### config.mk
export PLATFORM = sky130hd
export DESIGN_NAME = bcd_updown_counter_disp_flat
export DESIGN_NICKNAME = d
export VERILOG_FILES = /design/src/rtl/seg7_pkg.sv /design/src/rtl/bcd_updown_counter_disp_if.sv /design/src/rtl/seg7_dec.sv /design/src/rtl/bcd_updown_counter_disp.sv /design/src/flat_wrapper.sv
export SDC_FILE = /design/constraint.sdc
export NUM_CORES = 1
export LEC_CHECK = 0
export CORE_MARGIN = 1
export CORE_UTILIZATION = 40
export CTS_CLUSTER_DIAMETER = 80
export DETAILED_ROUTE_END_ITERATION = 8
export PLACE_DENSITY_LB_ADDON = 0.25
export RECOVER_POWER = 50
export SLEW_MARGIN = 20
export SYNTH_ARGS = -nofsm -noshare
export SYNTH_HDL_FRONTEND = slang
export SYNTH_SLANG_ARGS = --single-unit
### constraint.sdc
create_clock -name clk -period 4.1 [get_ports clk]
set_input_delay 0.82 -clock clk [delete_from_list [all_inputs] [get_ports clk]]
set_output_delay 0.82 -clock clk [all_outputs]
set_load 0.02 [all_outputs]
### src/rtl/seg7_pkg.sv
// -----------------------------------------------------------------------------
// seg7_pkg
// Shared constants and helpers for the BCD up/down counter with 7-segment
// display outputs.
//   SEG_BLANK, SEG_0..SEG_9 : active-low segment patterns, bit order {g..a}
//   int_to_bcd              : integer -> packed BCD (8 digits), elaboration use
//   bcd_to_int              : packed BCD (8 digits) -> integer
// -----------------------------------------------------------------------------
package seg7_pkg;

   typedef logic [3:0] bcd_digit_t;
   typedef logic [6:0] seg_t;

   localparam seg_t SEG_BLANK = 7'b1111111;
   localparam seg_t SEG_0     = 7'b1000000;
   localparam seg_t SEG_1     = 7'b1111001;
   localparam seg_t SEG_2     = 7'b0100100;
   localparam seg_t SEG_3     = 7'b0110000;
   localparam seg_t SEG_4     = 7'b0011001;
   localparam seg_t SEG_5     = 7'b0010010;
   localparam seg_t SEG_6     = 7'b0000010;
   localparam seg_t SEG_7     = 7'b1111000;
   localparam seg_t SEG_8     = 7'b0000000;
   localparam seg_t SEG_9     = 7'b0010000;

   function automatic logic [31:0] int_to_bcd(input int unsigned v);
      logic [31:0] r;
      int unsigned t;
      r = '0;
      t = v;
      for (int unsigned k = 0; k < 8; k++) begin
         r[4*k +: 4] = 4'(t % 10);
         t = t / 10;
      end
      return r;
   endfunction

   function automatic int unsigned bcd_to_int(input logic [31:0] b);
      int unsigned r;
      r = 0;
      for (int unsigned k = 0; k < 8; k++) begin
         r = r * 10 + 32'(b[4*(7-k) +: 4]);
      end
      return r;
   endfunction

endpackage

### src/rtl/bcd_updown_counter_disp_if.sv
// -----------------------------------------------------------------------------
// bcd_updown_counter_disp_if
// Control and display bundle of the BCD up/down counter.
//   disp_en, pause, up, load, load_val : controls towards the counter
//   count_bcd, tick, rco, seg          : status/display from the counter
// master = board side driving the controls, slave = the counter itself.
// -----------------------------------------------------------------------------
interface bcd_updown_counter_disp_if #(
   parameter int unsigned DIGITS = 2
);
   logic                  disp_en;
   logic                  pause;
   logic                  up;
   logic                  load;
   logic [4*DIGITS-1:0]   load_val;
   logic [4*DIGITS-1:0]   count_bcd;
   logic                  tick;
   logic                  rco;
   logic [7*DIGITS-1:0]   seg;

   modport master (
      output disp_en, pause, up, load, load_val,
      input  count_bcd, tick, rco, seg
   );

   modport slave (
      input  disp_en, pause, up, load, load_val,
      output count_bcd, tick, rco, seg
   );
endinterface

### src/rtl/seg7_dec.sv
// -----------------------------------------------------------------------------
// seg7_dec
// Combinational BCD to active-low 7-segment decoder.
//   bcd_i   : BCD digit, codes 10..15 show blank
//   blank_i : 1 forces all segments off
//   seg_o   : active-low segments {g..a}
// -----------------------------------------------------------------------------
module seg7_dec
   import seg7_pkg::*;
(
   input  bcd_digit_t bcd_i,
   input  logic       blank_i,
   output seg_t       seg_o
);

   always_comb begin
      seg_o = SEG_BLANK;
      if (!blank_i) begin
         case (bcd_i)
            4'd0:    seg_o = SEG_0;
            4'd1:    seg_o = SEG_1;
            4'd2:    seg_o = SEG_2;
            4'd3:    seg_o = SEG_3;
            4'd4:    seg_o = SEG_4;
            4'd5:    seg_o = SEG_5;
            4'd6:    seg_o = SEG_6;
            4'd7:    seg_o = SEG_7;
            4'd8:    seg_o = SEG_8;
            4'd9:    seg_o = SEG_9;
            default: seg_o = SEG_BLANK;
         endcase
      end
   end

endmodule

### src/rtl/bcd_updown_counter_disp.sv
// -----------------------------------------------------------------------------
// bcd_updown_counter_disp
// N-digit BCD up/down counter with prescaler, synchronous load, pause,
// terminal-count pulse and registered active-low 7-segment outputs.
//   clk : system clock
//   rst : synchronous active-high reset
//   bus : slave side of bcd_updown_counter_disp_if
//         disp_en, pause, up, load, load_val in; count_bcd, tick, rco, seg out
// Parameters: DIGITS (1..8), DIV (>=2), MAX_VAL, LZB (leading-zero blanking).
// -----------------------------------------------------------------------------
module bcd_updown_counter_disp
   import seg7_pkg::*;
#(
   parameter int unsigned DIGITS  = 2,
   parameter int unsigned DIV     = 50000000,
   parameter int unsigned MAX_VAL = 99,
   parameter bit          LZB     = 1'b0
)(
   input  logic                         clk,
   input  logic                         rst,
   bcd_updown_counter_disp_if.slave     bus
);

   localparam int unsigned          PW         = $clog2(DIV);
   localparam logic [PW-1:0]        PRESC_LAST = PW'(DIV - 1);
   localparam logic [31:0]          MAX_BCD32  = int_to_bcd(MAX_VAL);
   localparam logic [4*DIGITS-1:0]  MAX_BCD    = MAX_BCD32[4*DIGITS-1:0];

   logic [PW-1:0]        presc_q, presc_d;
   logic                 tick_q, tick_d;
   logic                 rco_q, rco_d;
   logic [4*DIGITS-1:0]  count_q, count_d;
   logic [7*DIGITS-1:0]  seg_q, seg_d;

   logic [4*DIGITS-1:0]  inc_val, dec_val;
   logic                 carry, borrow;
   logic                 load_ok;
   logic [7*DIGITS-1:0]  seg_dec;

   // Decimal +1 / -1 ripple through the digit chain.
   always_comb begin
      inc_val = count_q;
      dec_val = count_q;
      carry   = 1'b1;
      borrow  = 1'b1;
      for (int unsigned k = 0; k < DIGITS; k++) begin
         if (carry) begin
            if (count_q[4*k +: 4] == 4'd9) begin
               inc_val[4*k +: 4] = 4'd0;
            end else begin
               inc_val[4*k +: 4] = count_q[4*k +: 4] + 4'd1;
               carry = 1'b0;
            end
         end
         if (borrow) begin
            if (count_q[4*k +: 4] == 4'd0) begin
               dec_val[4*k +: 4] = 4'd9;
            end else begin
               dec_val[4*k +: 4] = count_q[4*k +: 4] - 4'd1;
               borrow = 1'b0;
            end
         end
      end
   end

   // Once every digit is a legal BCD code, packed-BCD magnitude order equals
   // numeric order, so the range check is a plain vector compare.
   always_comb begin
      load_ok = (bus.load_val <= MAX_BCD);
      for (int unsigned k = 0; k < DIGITS; k++) begin
         if (bus.load_val[4*k +: 4] > 4'd9) begin
            load_ok = 1'b0;
         end
      end
   end

   always_comb begin
      presc_d = (presc_q == PRESC_LAST) ? '0 : presc_q + 1'b1;
      tick_d  = (presc_q == PRESC_LAST);
      count_d = count_q;
      rco_d   = 1'b0;
      if (bus.load) begin
         presc_d = '0;
         tick_d  = 1'b0;
         count_d = load_ok ? bus.load_val : '0;
      end else if (tick_q && !bus.pause) begin
         if (bus.up) begin
            if (count_q == MAX_BCD) begin
               count_d = '0;
               rco_d   = 1'b1;
            end else begin
               count_d = inc_val;
            end
         end else begin
            if (count_q == '0) begin
               count_d = MAX_BCD;
               rco_d   = 1'b1;
            end else begin
               count_d = dec_val;
            end
         end
      end
   end

   for (genvar k = 0; k < DIGITS; k++) begin : g_dig
      logic blank;
      if (k == 0) begin : g_lsd
         assign blank = 1'b0;
      end else begin : g_upper
         // Blank only while this digit and every higher digit are zero.
         assign blank = LZB && (count_q[4*DIGITS-1:4*k] == '0);
      end
      seg7_dec u_dec (
         .bcd_i   (count_q[4*k +: 4]),
         .blank_i (blank),
         .seg_o   (seg_dec[7*k +: 7])
      );
   end

   always_comb begin
      seg_d = bus.disp_en ? seg_dec : '1;
   end

   always_ff @(posedge clk) begin
      if (rst) begin
         presc_q <= '0;
         tick_q  <= 1'b0;
         rco_q   <= 1'b0;
         count_q <= '0;
         seg_q   <= '1;
      end else begin
         presc_q <= presc_d;
         tick_q  <= tick_d;
         rco_q   <= rco_d;
         count_q <= count_d;
         seg_q   <= seg_d;
      end
   end

   assign bus.count_bcd = count_q;
   assign bus.tick      = tick_q;
   assign bus.rco       = rco_q;
   assign bus.seg       = seg_q;

endmodule

### src/flat_wrapper.sv
// flat-port wrapper written by rule: the top's interface ports become plain ports
module bcd_updown_counter_disp_flat import seg7_pkg::*;
#(
   parameter int unsigned DIGITS  = 2,
   parameter int unsigned DIV     = 50000000,
   parameter int unsigned MAX_VAL = 99,
   parameter bit          LZB     = 1'b0
)
  (clk, rst, bus_disp_en, bus_pause, bus_up, bus_load, bus_load_val, bus_count_bcd, bus_tick, bus_rco, bus_seg);
  bcd_updown_counter_disp_if #(.DIGITS(DIGITS)) bus_i ();
  input  logic clk;
  input  logic rst;
  input wire logic [$bits(bus_i.disp_en)-1:0] bus_disp_en;
  input wire logic [$bits(bus_i.pause)-1:0] bus_pause;
  input wire logic [$bits(bus_i.up)-1:0] bus_up;
  input wire logic [$bits(bus_i.load)-1:0] bus_load;
  input wire logic [$bits(bus_i.load_val)-1:0] bus_load_val;
  output wire logic [$bits(bus_i.count_bcd)-1:0] bus_count_bcd;
  output wire logic [$bits(bus_i.tick)-1:0] bus_tick;
  output wire logic [$bits(bus_i.rco)-1:0] bus_rco;
  output wire logic [$bits(bus_i.seg)-1:0] bus_seg;
  assign bus_i.disp_en = bus_disp_en;
  assign bus_i.pause = bus_pause;
  assign bus_i.up = bus_up;
  assign bus_i.load = bus_load;
  assign bus_i.load_val = bus_load_val;
  assign bus_count_bcd = bus_i.count_bcd;
  assign bus_tick = bus_i.tick;
  assign bus_rco = bus_i.rco;
  assign bus_seg = bus_i.seg;
  bcd_updown_counter_disp #(.DIGITS(DIGITS), .DIV(DIV), .MAX_VAL(MAX_VAL), .LZB(LZB)) u_core (.clk(clk), .rst(rst), .bus(bus_i));
endmodule
* Word-level counts from Yosys, hierarchy flattened
Memory sizes are Yosys's and may differ from the RTL's. A register that Yosys moved wholly into a read port is not among the register bits. Cells that the tools add are included. Widths: inputs -> output; s select.
Word-level totals: memory bits (read-only) 224, memories 2, output and inout port bits 24, register bits after elaboration 36
Cells by class: multiplexer cells 19, magnitude comparators 3, add/subtract/negate cells 5, bitwise logic cells 2, reduce and logical (&&, ||, !) cells 12, eq/ne operators 5
Memory list:
- (no name shown) | depth 16, bits a word 7, rd ports 1, clocked after memory_dff 1, write ports 0, RTL line seg7_dec.sv:19 | case (bcd_i)
- (no name shown) | depth 16, bits a word 7, rd ports 1, clocked after memory_dff 1, write ports 0, RTL line seg7_dec.sv:19
Operator list (count):
- $mux 8 | 6
- $add 26x1->26 const B | 1
- $eq 26x26->1 const B | 1
- $mux 4 | 6
- $add 4x1->4 const B | 2
- $eq 4x4->1 const B | 2
- $eq 8x8->1 const B | 1
- $gt 4x4->1 const B | 2
- $le 8x8->1 const B | 1
- $logic_not 4->1 | 2
- $logic_not 8->1 | 1
- $sub 4x1->4 const B | 2
- $mux 1 | 7
- $reduce_or 3->1 | 2
- $ne 4x1->1 const B | 1
- $reduce_bool 4->1 | 1
- $reduce_or 2->1 | 2
- $reduce_and 3->1 | 1
- $not 1->1 | 2
- $reduce_bool 2->1 | 1
- $logic_and 1x1->1 | 1
- $logic_not 1->1 | 1

* Depth between registers and ports, before layout
depth in word-level cells 7, gate-level depth with buffers 7, gate-level depth less buffers 6

* By module
Synthesis repeated with hierarchy kept, for this count alone.
Unflattened totals: cell total of the unflattened synthesis 349, area, all modules 2889.0 um2
By module, submodules not included:
- bcd_updown_counter_disp | seq. area each 1001.0 um2, cells each 281, times used 1, area each 2399.8 um2
- seg7_dec (u_core.g_dig[0].u_dec) | seq. area each 0.0 um2, cells each 35, times used 1, area each 252.7 um2
- seg7_dec (u_core.g_dig[1].u_dec) | seq. area each 0.0 um2, cells each 33, times used 1, area each 236.5 um2

* Worst setup path after synthesis
Ideal clock, no wire load.
path kind register -> register, start register u_core.count_q[1], in the netlist u_core.bus.count_bcd[1], end register u_core.count_q[7], in the netlist u_core.bus.count_bcd[7], stages on the path, launching flop included 8, clock period less this slack 2.286 ns, path slack 1.814 ns, data arrival time 2.154 ns, data required time 3.968 ns, cell sequence dfxtp_1 > clkbuf_1 > inv_1 > ha_1 > or3b_1 > a222oi_1 > a21boi_0 > a311oi_1
On the way: longest elaborated chain between the ends 5
RTL lines:
- from (decl) | RTL line bcd_updown_counter_disp.sv:32 | logic [4*DIGITS-1:0] count_q, count_d;
- from (signal assigned) | RTL line bcd_updown_counter_disp.sv:135 | count_q <= count_d;
- $eq 8x8->1 / $logic_not 8->1 (equally long branches) | RTL line bcd_updown_counter_disp.sv:88, bcd_updown_counter_disp.sv:95
- $mux 8, on equally long branches | RTL line bcd_updown_counter_disp.sv:88, bcd_updown_counter_disp.sv:95
- $mux 8 | RTL line bcd_updown_counter_disp.sv:87 | if (bus.up) begin
- $mux 8 | RTL line bcd_updown_counter_disp.sv:86 | end else if (tick_q && !bus.pause) begin
- $mux 8 | RTL line bcd_updown_counter_disp.sv:82 | if (bus.load) begin
Several ways; a longest one is shown, not always the timed one. The select of a mux whose other input is x is not followed. A chain may end at the register's enable or synchronous reset.

* Worst setup path in the final report
start input port bus_up, end register u_core.count_q[7], in the netlist u_core.bus.count_bcd[7]
On the way: longest elaborated chain between the ends 3
RTL lines:
- from (decl) | RTL line flat_wrapper.sv:15 | input wire logic [$bits(bus_i.up)-1:0] bus_up;
- $mux 8 | RTL line bcd_updown_counter_disp.sv:87
- $mux 8 | RTL line bcd_updown_counter_disp.sv:86
- $mux 8 | RTL line bcd_updown_counter_disp.sv:82
Several ways; a longest one is shown, not always the timed one. The select of a mux whose other input is x is not followed.

==> flow_summary.ini <==
[routing]
antenna_left = 0
drt_iter0_markers = 131
drt_pass1_iterations = 5
routed_wl_mm = 5.88
met2_length_mm = 2.78
viasPerCell = 5.62
vias = 2367
wl_met1_mm = 2.68
met3_length_microns = 296
drc = 0
post_drt_wl_per_cell_microns = 14.0
top_layer_used = met4

[floorplanning]
rows = 29
start_util = 0.414
die_h_microns = 82.8
io_pins = 38
core_area_sq_mm = 0.00631
die_w_microns = 82.8
die_area_sq_mm = 0.00686

[critical_path]
worstSetupPathType = in2reg
critPathBufInv = 1
worstPathMaxFanout = 11
crit_family = compound AO/OA/AOI/OAI gates
worstPathRequired_ns = 4.28
cp-start-kind = input port
critPathArrivalTime_ns = 2.92
critPathCaptureType = register
cpPeakStageDelay_ns = 0.84
worst_path_max_delay_cell = a222oi_1
r2r_setup_slack_ns = 1.53
path_cells = dlygate4sd3_1 > nor2b_1 > a222oi_1 > a21boi_0 > a311oi_1

[power]
power.total_mw = 1.06
leakagePower_nw = 1.03
power.density_mw_per_mm2 = 340
irDropWorstVdd_mv = 0.163

[clock_tree]
cts_num_sinks = 50
cts_resized = 0
clockBufferDepth = 2
clock_latency_ns = 0.31
cts_tree = built
cts_buffers = 5
htree_num_levels = 2
cts_hold_buf = 0
post-cts-setup-buffers = 0
ctsRootBufferMaster = clkbuf_8
path_clk_slew_ns = 0.09

[synthesis]
synth_ff_type = dfxtp_1
synth_top_cell_area_share = 0.383
avgSynthCellArea_sq_um = 8.14
syn_nets = 346
synthDistinctLibCells = 44
synth_area_leaders = dfxtp_1, ha_1, o21ai_0
syn_inst = 321
netlist_area_sq_mm = 0.00261
synth-seq-cells = 50
ys_seq_area_frac = 0.383
synth_edf_count = 0
async_flop_share = 0
yosys-top-cells-count = dfxtp_1, nor2_1, nand2_1
yosysWarnings = 0
synth.most_common_cell = dfxtp_1
synth_top_cell_by_area = dfxtp_1

[sta]
fmax_mhz = 365
fin_crit_sh = 0.668
clock_skew_ns = 0.00937
holdWs_ns = 0.440
setup_tns_ns = 0
rsz0062_at_grt = no
fin_crit_ns = 2.74
slew_headroom = 0.331
worst_pin_slew_ns = 1.00
drv_slew = 0
finalSetupViolCount = 0
hold_violations = 0

[place]
hpwl_mm = 4.17
io_buffers = 37
globalplace.congestion = 0.822
dpl_cell_area_sq_mm = 0.00301
dp.cells = 414

[cells_and_area]
instances_no_fill = 421
fin_area_sq_mm = 0.00312
num_antenna_cells = 0
layout.nets = 369
area_growth_pct = 19.4
n_fill_cell = 631
seqCellArea_sq_mm = 0.00100
drive_gt1_frac = 0.0407
multiInputGateArea_sq_mm = 0.00151

[global_route]
antenna_found_initial = 0
overflow = 0
grt_pass1_wl_mm = 10.3
grt_max_degree = 24
grt_pass1_vias = 2246
grt_use_total = 0.181

[job]
drv_cap = 0

[run_status]
outcome = complete, no violations

[worst_hold_path]
hold_path_class = reg2reg
per-stage QoR:
stage,setup slack [ns],utilization
global placement,1.19,0.476
global route,1.23,0.494
detailed placement,1.16,0.476
finish,1.36,0.494
floorplan,1.81,-
CTS,1.49,0.494
sequential cells by signal, summed over array words and instances, names as in the netlist:
signal                count
u_core.bus.rco            1
u_core.bus.seg           14
u_core.presc_q           26
u_core.bus.count_bcd      8
u_core.bus.tick           1
report_power, final:
group | total [mW] | internal [mW] | leakage [nW] | switching, mW
clock | 0.361 | 0.195 | 0.0573 | 0.165
sequential | 0.527 | 0.503 | 0.408 | 0.0248
combinational | 0.172 | 0.0800 | 0.564 | 0.0918
worst reg2reg max path, cell delays in order, from the launching register on:
cell	delay [ns]
dfxtp_1	0.43
inv_1	0.16
ha_1	0.28
or3b_1	0.41
a222oi_1	0.82
a21boi_0	0.25
a311oi_1	0.10
final cells by class:
| type | instances | area share |
|---|---|---|
| timing repair buffer | 37 | 0.119 |
| tap | 77 | 0.0309 |
| clock buffer | 6 | 0.0265 |
| multi-input combinational | 241 | 0.483 |
| inverter | 9 | 0.0108 |
| sequential | 50 | 0.321 |
| clock inverter | 1 | 0.00962 |
layer usage:
layer | GRT usage | vias up
met3 | 0.0298 | 8
li1 | - | 1202
met1 | 0.236 | 1092
met4 | 0.0784 | 0
met2 | 0.294 | 65
met5 | 0 | -
path summary, 6_finish.rpt:
kind                                        startpoint                                    to  cells past startpoint
hold reg to reg           u_core.presc_q[0]$_SDFF_PP0_          u_core.presc_q[0]$_SDFF_PP0_                      1
setup reg to reg  u_core.bus.count_bcd[0]$_SDFFE_PP0P_  u_core.bus.count_bcd[7]$_SDFFE_PP0P_                      6
hold / removal            u_core.presc_q[0]$_SDFF_PP0_          u_core.presc_q[0]$_SDFF_PP0_                      1
setup / recovery                                bus_up  u_core.bus.count_bcd[7]$_SDFFE_PP0P_                      5
cells in the final DEF, fill, tap and decap left out, drive strengths merged, types with 10 or more instances in the layout:
| cell | Yosys | layout |
|---|---|---|
| or4 | 10 | 10 |
| dfxtp | 50 | 50 |
| nand3 | 11 | 11 |
| o21ai | 25 | 25 |
| o31ai | 12 | 12 |
| clkdlybuf4s50 | 0 | 19 |
| a21oi | 23 | 23 |
| dlygate4sd3 | 0 | 18 |
| ha | 11 | 11 |
| nor2 | 31 | 31 |
| xor2 | 11 | 11 |
| nand2 | 30 | 30 |
cells by family after synthesis:
kind of cell | count (synthesis) | synth area share
muxes | 1 | 0.00383
adders and majority gates | 11 | 0.0527
AOI/OAI and AO/OA | 78 | 0.186
xor gates and xnor gates | 15 | 0.0503
and+or+nand+nor | 136 | 0.279
DFF | 50 | 0.383
buffers and inverters | 30 | 0.0455
No activity file was read; power rests on OpenSTA's default activity.
